==> config.mk <==
export PLATFORM = sky130hd
export DESIGN_NAME = tune_classifier
export DESIGN_NICKNAME = d
export VERILOG_FILES = /design/src/rtl/tune_classifier.sv
export SDC_FILE = /design/constraint.sdc
export NUM_CORES = 1
export LEC_CHECK = 0
export CAP_MARGIN = 5
export CORE_ASPECT_RATIO = 0.8
export CORE_MARGIN = 1.5
export CORE_UTILIZATION = 30
export DETAILED_ROUTE_END_ITERATION = 8
export PLACE_DENSITY = 0.62
export SYNTH_ARGS = -nofsm -noshare
export SYNTH_HDL_FRONTEND = slang
export SYNTH_SLANG_ARGS = --single-unit
==> constraint.sdc <==
create_clock -name clk -period 3.9 [get_ports clk]
set_input_delay 0.975 -clock clk [delete_from_list [all_inputs] [get_ports clk]]
set_output_delay 0.975 -clock clk [all_outputs]
set_load 0.02 [all_outputs]
==> src/rtl/tune_classifier.sv <==
// Tuning-state classifier: grades each new peak against the target bin, debounces the class
// and times out to IDLE. Define TUNE_HYST_EN to widen the tuned window by one bin while tuned.
module tune_classifier #(
    parameter int W       = 10,
    parameter int HOLD    = 3,
    parameter int TIMEOUT = 50000000
) (
    input  logic         clk,
    input  logic         reset_n,
    input  logic [W-1:0] peak,
    input  logic [W-1:0] target,
    input  logic [W-1:0] tolerance,
    input  logic [W-1:0] very_flat_thr,
    input  logic [W-1:0] very_sharp_thr,
    input  logic         new_dom_freq,
    output logic         veryFlat,
    output logic         justFlat,
    output logic         tuned,
    output logic         justSharp,
    output logic         verySharp,
    output logic [2:0]   state,
    output logic [W-1:0] abs_diff,
    output logic         changed
);

    localparam logic [2:0] IDLE = 3'd0;
    localparam logic [2:0] VF   = 3'd1;
    localparam logic [2:0] JF   = 3'd2;
    localparam logic [2:0] T    = 3'd3;
    localparam logic [2:0] JS   = 3'd4;
    localparam logic [2:0] VS   = 3'd5;

    localparam int             IW         = (TIMEOUT > 0) ? $clog2(TIMEOUT + 1) : 1;
    localparam logic [IW-1:0]  TIMEOUT_V  = IW'(TIMEOUT);
    localparam logic [IW-1:0]  TIMEOUT_M1 = IW'((TIMEOUT > 0) ? TIMEOUT - 1 : 0);
    localparam logic [IW-1:0]  ONE_IW     = IW'(1);
    localparam logic [4:0]     HOLD_V     = 5'(HOLD);

    logic [W-1:0]  diff;
    logic          isSharp;
    logic          inTuned;
    logic [2:0]    sampleClass;
    logic [2:0]    cand;
    logic [3:0]    cnt;
    logic [4:0]    cntInc;
    logic [4:0]    indicators;
    logic [IW-1:0] idleCnt;
    logic          commitNow;
    logic          timeoutHit;
    logic          stateLegal;

    // Absolute difference is taken with the larger operand first, so it never wraps.
    assign isSharp = (peak > target);
    assign diff    = (peak >= target) ? (peak - target) : (target - peak);

`ifdef TUNE_HYST_EN
    logic [W:0] tolWide;
    assign tolWide = {1'b0, tolerance} + {{W{1'b0}}, (state == T)};
    assign inTuned = ({1'b0, diff} <= tolWide);
`else
    assign inTuned = (diff <= tolerance);
`endif

    always_comb begin
        if (inTuned) begin
            sampleClass = T;
        end else if (!isSharp) begin
            sampleClass = (diff >= very_flat_thr) ? VF : JF;
        end else begin
            sampleClass = (diff >= very_sharp_thr) ? VS : JS;
        end
    end

    assign stateLegal = (state <= VS);
    assign cntInc     = {1'b0, cnt} + 5'd1;
    assign commitNow  = new_dom_freq && stateLegal && (sampleClass != state) &&
                        ((sampleClass == cand) ? (cntInc >= HOLD_V) : (HOLD_V == 5'd1));
    assign timeoutHit = (TIMEOUT != 0) && !new_dom_freq && (state != IDLE) &&
                        (idleCnt >= TIMEOUT_M1);

    assign veryFlat  = indicators[0];
    assign justFlat  = indicators[1];
    assign tuned     = indicators[2];
    assign justSharp = indicators[3];
    assign verySharp = indicators[4];

    always_ff @(posedge clk or negedge reset_n) begin
        if (!reset_n) begin
            idleCnt <= '0;
        end else if (new_dom_freq) begin
            idleCnt <= '0;
        end else if ((TIMEOUT != 0) && (idleCnt != TIMEOUT_V)) begin
            idleCnt <= idleCnt + ONE_IW;
        end
    end

    always_ff @(posedge clk or negedge reset_n) begin
        if (!reset_n) begin
            abs_diff <= '0;
        end else if (new_dom_freq) begin
            abs_diff <= diff;
        end
    end

    // A strobe always takes priority over the timeout; a sample matching the committed
    // state restarts the debounce so only consecutive disagreeing samples can commit.
    always_ff @(posedge clk or negedge reset_n) begin
        if (!reset_n) begin
            state      <= IDLE;
            indicators <= '0;
            cand       <= IDLE;
            cnt        <= '0;
            changed    <= 1'b0;
        end else begin
            changed <= 1'b0;
            if (!stateLegal) begin
                state      <= IDLE;
                indicators <= '0;
                cand       <= IDLE;
                cnt        <= '0;
            end else if (commitNow) begin
                state      <= sampleClass;
                indicators <= 5'd1 << (sampleClass - 3'd1);
                cand       <= sampleClass;
                cnt        <= '0;
                changed    <= 1'b1;
            end else if (new_dom_freq) begin
                if (sampleClass == state) begin
                    cand <= sampleClass;
                    cnt  <= '0;
                end else if (sampleClass == cand) begin
                    cnt <= cntInc[3:0];
                end else begin
                    cand <= sampleClass;
                    cnt  <= 4'd1;
                end
            end else if (timeoutHit) begin
                state      <= IDLE;
                indicators <= '0;
                cand       <= IDLE;
                cnt        <= '0;
                changed    <= 1'b1;
            end
        end
    end

endmodule

==> impl_metrics.toml, run 1 <==
[power]
seq_power_share = 0.257
finalPower_mw = 2.82
netSwitchingPower_mw = 1.08
power_frac_clock = 0.190
p_leak_nw = 2.99
p_comb_frac = 0.553
worst_ir_drop_vdd_mv = 0.279
powerDensity_nw_per_um2 = 435
internal_power_mw = 1.75
swShare = 0.382

[sta]
hold_viol = 0
rsz0062_at_grt = "yes"
clock_skew_ps = 7.93
setup_ws_ps = -1620
setup_tns_ps = -21930
slew_headroom = 0.349
fmax_ghz = 0.181
fin_crit_ps = 5520
timing.final.crit_share = 1.42
tightest_slew_ps = 972
finalMaxSlewViolations = 0
setup_violations = 14

[route]
drc = 0
vias_per_cell = 4.93
wl_um = 12200
wl_per_cell_um = 15.0
postRouteAntennaNets = 0
drtPass1Iterations = 4
dr_total_vias = 4013
initialDrtViolationCount = 248

[placement]
port_buffers = 71
post-dp-hpwl_um = 9040
place.gp.congestion = 0.902
place_area_um2 = 5680

[finish]
nFillCells = 1271
syn2layout_area_growth_pct = 52.8
seqCellArea_um2 = 1300
design_area_um2 = 6490
diodes = 0
multiInputGateArea_um2 = 3170
num-nets-final = 741
drive_gt1_frac = 0.303

[grt]
grtUsageMet1 = 0.230
antenna_found_initial = 0
track_usage = 0.167
use_met2 = 0.285
grt-busiest-layer = "met2"
grt_overflow = 0
grt_pass1_vias = 4111
grt_start_max_net_pins = 40
grtUsageMet3 = 0.0203
grt_pass1_wl_um = 19900

[setup_path]
end_kind = "flip-flop"
rr_startpoint = "idleCnt[20]"
cp.arrival_ps = 5700
cp-startpoint = "peak[0]"
r2r_cells = 10
worstSetupStartpointType = "input port"
path_max_fanout = 5
rrSetupSlack_ps = 1260
r2r_end = "cand[0]"
crit_required_ps = 4070
criticalPathCategory = "input port to flip-flop"

[yosys]
synth_cell_types = 63
synth-edff-count = 0
synth-warning-count = 0
ys.flop_type = "dfrtp_1"
ys_async_sr_fraction = 1.00
synth_area_um2 = 4250
synth_nets = 588
synthCells = 480
syn-mean-instance-area_um2 = 8.84
ys_ff_latch = 52
ys_seq_area_frac = 0.307

[clock_tree]
clockBufferDepth = 2
postCtsHoldBufs = 0
cts_tree = "yes"
cts-htree-levels = 2
cts_root_buf = "clkbuf_16"
clkTransAtPathRegs_ps = 70
insertion_delay_ps = 290
cts.sinks = 52
cts_buffers = 5

[die]
rows = 38
start_util = 0.310
core-area_um2 = 13700
dieArea_um2 = 14900
die_h_um = 109
ios = 72
fp.dieW_um = 136

[run_status]
violations = "setup timing"
status = "finished with violations"

[min_path]
min_from = "abs_diff[0]"
hp-class = "flip-flop to flip-flop"
min_to = "abs_diff[0]"
hold_depth = 2

[flow_run]
maxCapViolCount = 0
[Yosys cell counts, types with 3 or more instances]
cell	instances	area, µm²
nor3_1	4	20.0
o211ai_1	10	75.1
nand4_1	7	43.8
dfrtp_1	52	1300
nor2_1	44	165
clkbuf_1	7	26.3
a21o_1	8	60.1
o2bb2ai_1	3	26.3
mux2_2	9	101
and2_1	3	18.8
nor2b_1	4	25.0
and3_1	7	43.8
mux2i_1	6	60.1
a211oi_1	5	37.5
o21ai_1	10	50.1
nand3_1	23	115
nor4_1	3	18.8
ha_1	53	663
o211a_1	3	30.0
and4_1	3	26.3
buf_2	3	15.0
or3_1	3	18.8
xor2_1	20	175
nand2_1	28	105
o21ai_0	11	55.1
a21oi_1	28	140
xnor2_1	12	105
inv_1	60	225
nand2b_1	5	31.3
o21bai_1	3	22.5
[critical path, cell delays in order]
cell	delay, ps
buf_12	110
inv_12	40
ha_4	100
inv_2	40
fa_2	390
a21oi_4	220
o22ai_4	100
o31ai_4	250
nand2_4	130
a211oi_2	180
a21oi_2	60
a21bo_2	240
a221oi_4	280
xnor2_2	230
ha_1	330
and4_4	210
buf_6	120
a211oi_4	270
buf_4	190
nor4b_4	50
a221oi_4	240
o211a_1	240
o2111ai_4	180
buf_6	200
o211ai_4	220
o2bb2ai_2	80
[sequential cells by signal, summed over array words and instances (netlist names)]
| register | flops |
|---|---|
| idleCnt | 26 |
| abs_diff | 10 |
| indicators | 5 |
| cnt | 4 |
| cand | 3 |
| state | 3 |
| changed | 1 |
[cells by family (layout without fill, tap and decap cells)]
kind of cell / count (synthesis) / in the layout / share of synthesized area
adder cells (fa/ha/maj): 55 / 55 / 0.166
buffers and inverters: 74 / 226 / 0.0698
AND/OR/NAND/NOR: 144 / 146 / 0.171
multiplexers: 15 / 15 / 0.0380
XOR/XNOR: 32 / 32 / 0.0660
flip-flops: 52 / 52 / 0.307
AO/OA/AOI/OAI: 108 / 108 / 0.183
[metal layers]
metal | share of wire | wire (µm) | vias to the layer above
met5 | 0 | 0 | -
met4 | 0.014 | 176 | 0
met3 | 0.030 | 372 | 14
met2 | 0.48 | 5850 | 71
met1 | 0.48 | 5840 | 1955
li1 | - | - | 1973
[power groups by stage]
stage          clock, mW  sequential (mW)  combinational [mW]
4_1_cts            0.545            0.718                1.35
3_5_place_dp           0            0.726                1.21
3_3_place_gp           0            0.722                1.18
5_1_grt            0.568            0.737                1.69
2_1_floorplan          0            0.770               0.641
6_report           0.538            0.725                1.56
[through the flow]
stage                     hold WS, ps  setup slack, ps   util  std cells
final                             492            -1620  0.474        814
after CTS                         502            -1400  0.453        805
after global placement            468            -2380  0.415        783
after detailed placement          484            -2580  0.415        783
after floorplan                   479            -1310      -        480
after global routing              531            -1850  0.474        814
[cell type report]
class	instances	area share
clock buffer	7	0.0235
clock inverter	1	0.00463
inverter	60	0.0367
multi-input combinational	356	0.489
sequential	52	0.201
tap	180	0.0347
timing repair buffer	158	0.211
[worst max path at each step]
stage               to  slack [ps]  depth (start not counted)
6_report       cand[0]       -1620                         26
4_1_cts        cand[0]       -1400                         27
2_1_floorplan  cand[0]       -1310                         25
3_5_place_dp   cand[0]       -2580                         25
3_3_place_gp   cand[2]       -2380                         25
5_1_grt        cand[1]       -1850                         24
[repair_timing]
| action | in CTS | in global routing |
|---|---|---|
| pin swaps | 34 | 15 |
| endpoints found under the hold margin | 0 | 0 |
| setup buffers | 15 | 8 |
| endpoints found under the setup margin | 18 | 14 |
| gates cloned | 1 | 1 |
| resized for setup | 69 | 34 |
[layout by cell type, fill, tap and decap left out, types with 3 or more instances in the layout]
cell,n
o21bai_1,3
ha_4,11
a21oi_1,23
inv_2,7
o2bb2ai_2,3
mux2_2,9
and2_1,3
o211a_1,3
and3_1,7
buf_6,4
xnor2_1,10
mux2i_1,5
a21o_1,8
xor2_1,18
a21oi_2,4
dfrtp_1,52
nor2_2,4
nand3_1,20
nand4_1,7
o21ai_1,9
inv_1,52
a211oi_4,4
dlygate4sd2_1,8
nor3_1,3
nand2_1,26
o21ai_0,7
nor2b_1,3
nand2_4,3
clkbuf_16,5
o211ai_1,10
ha_1,41
buf_4,83
clkdlybuf4s50_1,59
o21ai_2,5
nand2b_1,5
nor2_1,41
Note: power is estimated with default switching activity, not from simulation.
==> inputs of run 2 (changes only) <==
--- a/config.mk
+++ b/config.mk
@@ -5,12 +5,13 @@
 export SDC_FILE = /design/constraint.sdc
 export NUM_CORES = 1
 export LEC_CHECK = 0
+export ABC_AREA = 1
 export CAP_MARGIN = 5
 export CORE_ASPECT_RATIO = 0.8
-export CORE_MARGIN = 1.5
+export CORE_MARGIN = 8
 export CORE_UTILIZATION = 30
 export DETAILED_ROUTE_END_ITERATION = 8
-export PLACE_DENSITY = 0.62
+export PLACE_DENSITY = 0.61
 export SYNTH_ARGS = -nofsm -noshare
 export SYNTH_HDL_FRONTEND = slang
 export SYNTH_SLANG_ARGS = --single-unit
==> constraint.sdc (replaced) <==
create_clock -name clk -period 5.6 [get_ports clk]
set_input_delay 1.4 -clock clk [delete_from_list [all_inputs] [get_ports clk]]
set_output_delay 1.4 -clock clk [all_outputs]
set_load 0.02 [all_outputs]
==> run 2 against run 1 <==
The run now ends clean. Register-to-register slack better by 2100 ps. Cell count is 18% higher. Via count up 7.8%. Critical endpoint is now indicators[2].
==> impl_metrics.toml, run 2 <==
[sta]
setup_violations = 0
fmax_ghz = 0.192
timing.final.crit_share = 0.928
finalMaxSlewViolations = 0
tightest_slew_ps = 811
hold_viol = 0
rsz0062_at_grt = "no"
fin_crit_ps = 5200
setup_tns_ps = 0
slew_headroom = 0.458
clock_skew_ps = 7.37

[die]
core-area_um2 = 15600
start_util = 0.304
fp.dieW_um = 156
die_h_um = 128
rows = 41
dieArea_um2 = 20100
ios = 72

[yosys]
ys_top_cells_by_area = "dfrtp_1, ha_1, nand2_1"
synth_mux_area_frac = 0.00211
synth-warning-count = 0
synth_fa_ha_area_frac = 0.149
ys_top_cells_by_count = "nand2_1, inv_1, ha_1"
synth_top_family_by_area = "simple AND/OR/NAND/NOR gates"
yosys.area.top_type = "dfrtp_1"
synth_area_um2 = 4730
synth_compound_area_frac = 0.128
synth_cell_types = 48
ys_ff_latch = 52
synth_nets = 779
synth-simple-area-share = 0.302
synth-edff-count = 0
synthCells = 671
synthXorXnorAreaFrac = 0.0296
syn-mean-instance-area_um2 = 7.05
synth_most_common_cell = "nand2_1"
ys.flop_type = "dfrtp_1"
ys_async_sr_fraction = 1.00
ys_seq_area_frac = 0.275
synth_top_area_frac = 0.275

[power]
worst_ir_drop_vdd_mv = 0.155
finalPower_mw = 1.54
p_leak_nw = 3.05
netSwitchingPower_mw = 0.640
seq_power_share = 0.313
powerDensity_nw_per_um2 = 262
p_comb_frac = 0.500
internal_power_mw = 0.902
power_frac_clock = 0.187
swShare = 0.415

[setup_path]
crit_top_cell = "nand2_1"
cp.arrival_ps = 5440
path_max_fanout = 10
criticalPathCategory = "input port to flip-flop"
crit_required_ps = 5840
critPathMaxStageDelay_ps = 490
worstSetupStartpointType = "input port"
end_kind = "flip-flop"
cp_slowest_cell = "clkdlybuf4s50_1"

[finish]
top_regs = "idleCnt (26), abs_diff (10), indicators (5)"
layout_commonest_cell = "nand2_1"
nFillCells = 1675
max_flop_register = "idleCnt"
final_cell_mix = "nand2_1, inv_1, clkdlybuf4s50_1"
diodes = 0
largest_register_ffs = 26
syn2layout_area_growth_pct = 24.2
num-nets-final = 859
drive_gt1_frac = 0.0774

[grt]
antenna_found_initial = 0
track_usage = 0.130
grt_start_max_net_pins = 53
grt_pass1_vias = 4173
grt_pass1_wl_um = 21300
grt_overflow = 0

[route]
wl_per_cell_um = 12.8
drtPass1Iterations = 5
vias_per_cell = 4.49
initialDrtViolationCount = 272
postRouteAntennaNets = 0
wl_um = 12400
drc = 0
dr_total_vias = 4327

[placement]
place.gp.congestion = 0.882
port_buffers = 71
post-dp-hpwl_um = 10100

[clock_tree]
postCtsHoldBufs = 0
cts_root_buf = "clkbuf_16"
clockBufferDepth = 2
cts-htree-levels = 2
cts_buffers = 5
cts.sinks = 52
clkTransAtPathRegs_ps = 60
cts_tree = "yes"
ctsResizeCount = 0
postCtsSetupBuffers = 0
insertion_delay_ps = 300

[flow_run]
maxCapViolCount = 0

[run_status]
status = "finished, final reports clean"

[min_path]
hp-class = "flip-flop to flip-flop"
-- run 2: metrics by stage --
step                      cell area [µm²]  utilization  hold WS [ps]  instances  setup WS (ps)
after floorplan                      4730            -           433        671            864
after global placement               5750        0.369           448        959            122
after detailed placement             5750        0.369           457        959           68.2
after CTS                            5880        0.377           465        964            376
after global routing                 5880        0.377           511        964           13.1
final                                5880        0.377           462        964            401
-- run 2: final timing paths --
kind	to	from	cells past startpoint	slack [ps]
worst max-delay path	indicators[2]	target[0]	28	400
worst min-delay path	idleCnt[25]	idleCnt[25]	1	460
worst max register to register	indicators[1]	cnt[0]	10	3380
worst min register to register	idleCnt[25]	idleCnt[25]	1	460
max in group asynchronous	idleCnt[13]	reset_n	2	3930
min in group asynchronous	idleCnt[21]	reset_n	2	1220
-- run 2: area by class of cell --
class                      instances  area (µm²)  area share
clock buffer                       5         125      0.0213
inverter                         135         509      0.0866
multi-input combinational        475        2890       0.491
sequential                        52        1300       0.221
tap                              215         269      0.0458
timing repair buffer              82         788       0.134
-- run 2: layer usage --
metal  share of wire  GRT usage  up-vias
met5               0          0        -
met4          0.0053     0.0209        0
met3           0.057     0.0295        7
met2            0.40      0.183       95
met1            0.54      0.197     1919
li1                -          -     2306
-- run 2: power by group through the flow --
| stage | Clock [mW] | Combinational, mW | Sequential, mW |
|---|---|---|---|
| floorplan | 0 | 0.473 | 0.518 |
| global placement | 0 | 0.769 | 0.490 |
| finish | 0.289 | 0.770 | 0.483 |
| CTS | 0.298 | 0.778 | 0.482 |
| global route | 0.310 | 0.872 | 0.490 |
| detailed placement | 0 | 0.775 | 0.485 |
-- run 2: kinds of logic (layout without fill, tap and decap cells) --
| group | count (synthesis) | count (layout) |
|---|---|---|
| AND/OR/NAND/NOR | 297 | 297 |
| buffers and inverters | 144 | 222 |
| AO/OA/AOI/OAI | 106 | 106 |
| adder cells (fa/ha/maj) | 55 | 55 |
| flip-flops | 52 | 52 |
| XOR/XNOR | 16 | 16 |
| multiplexers | 1 | 1 |
-- run 2: critical path, delay by kind of cell --
kind            cells  cell delay, ps
compound gates      4             590
xor+xnor            1             160
fa+ha+maj           3             920
buf+inv             5             820
simple gates       15            1520
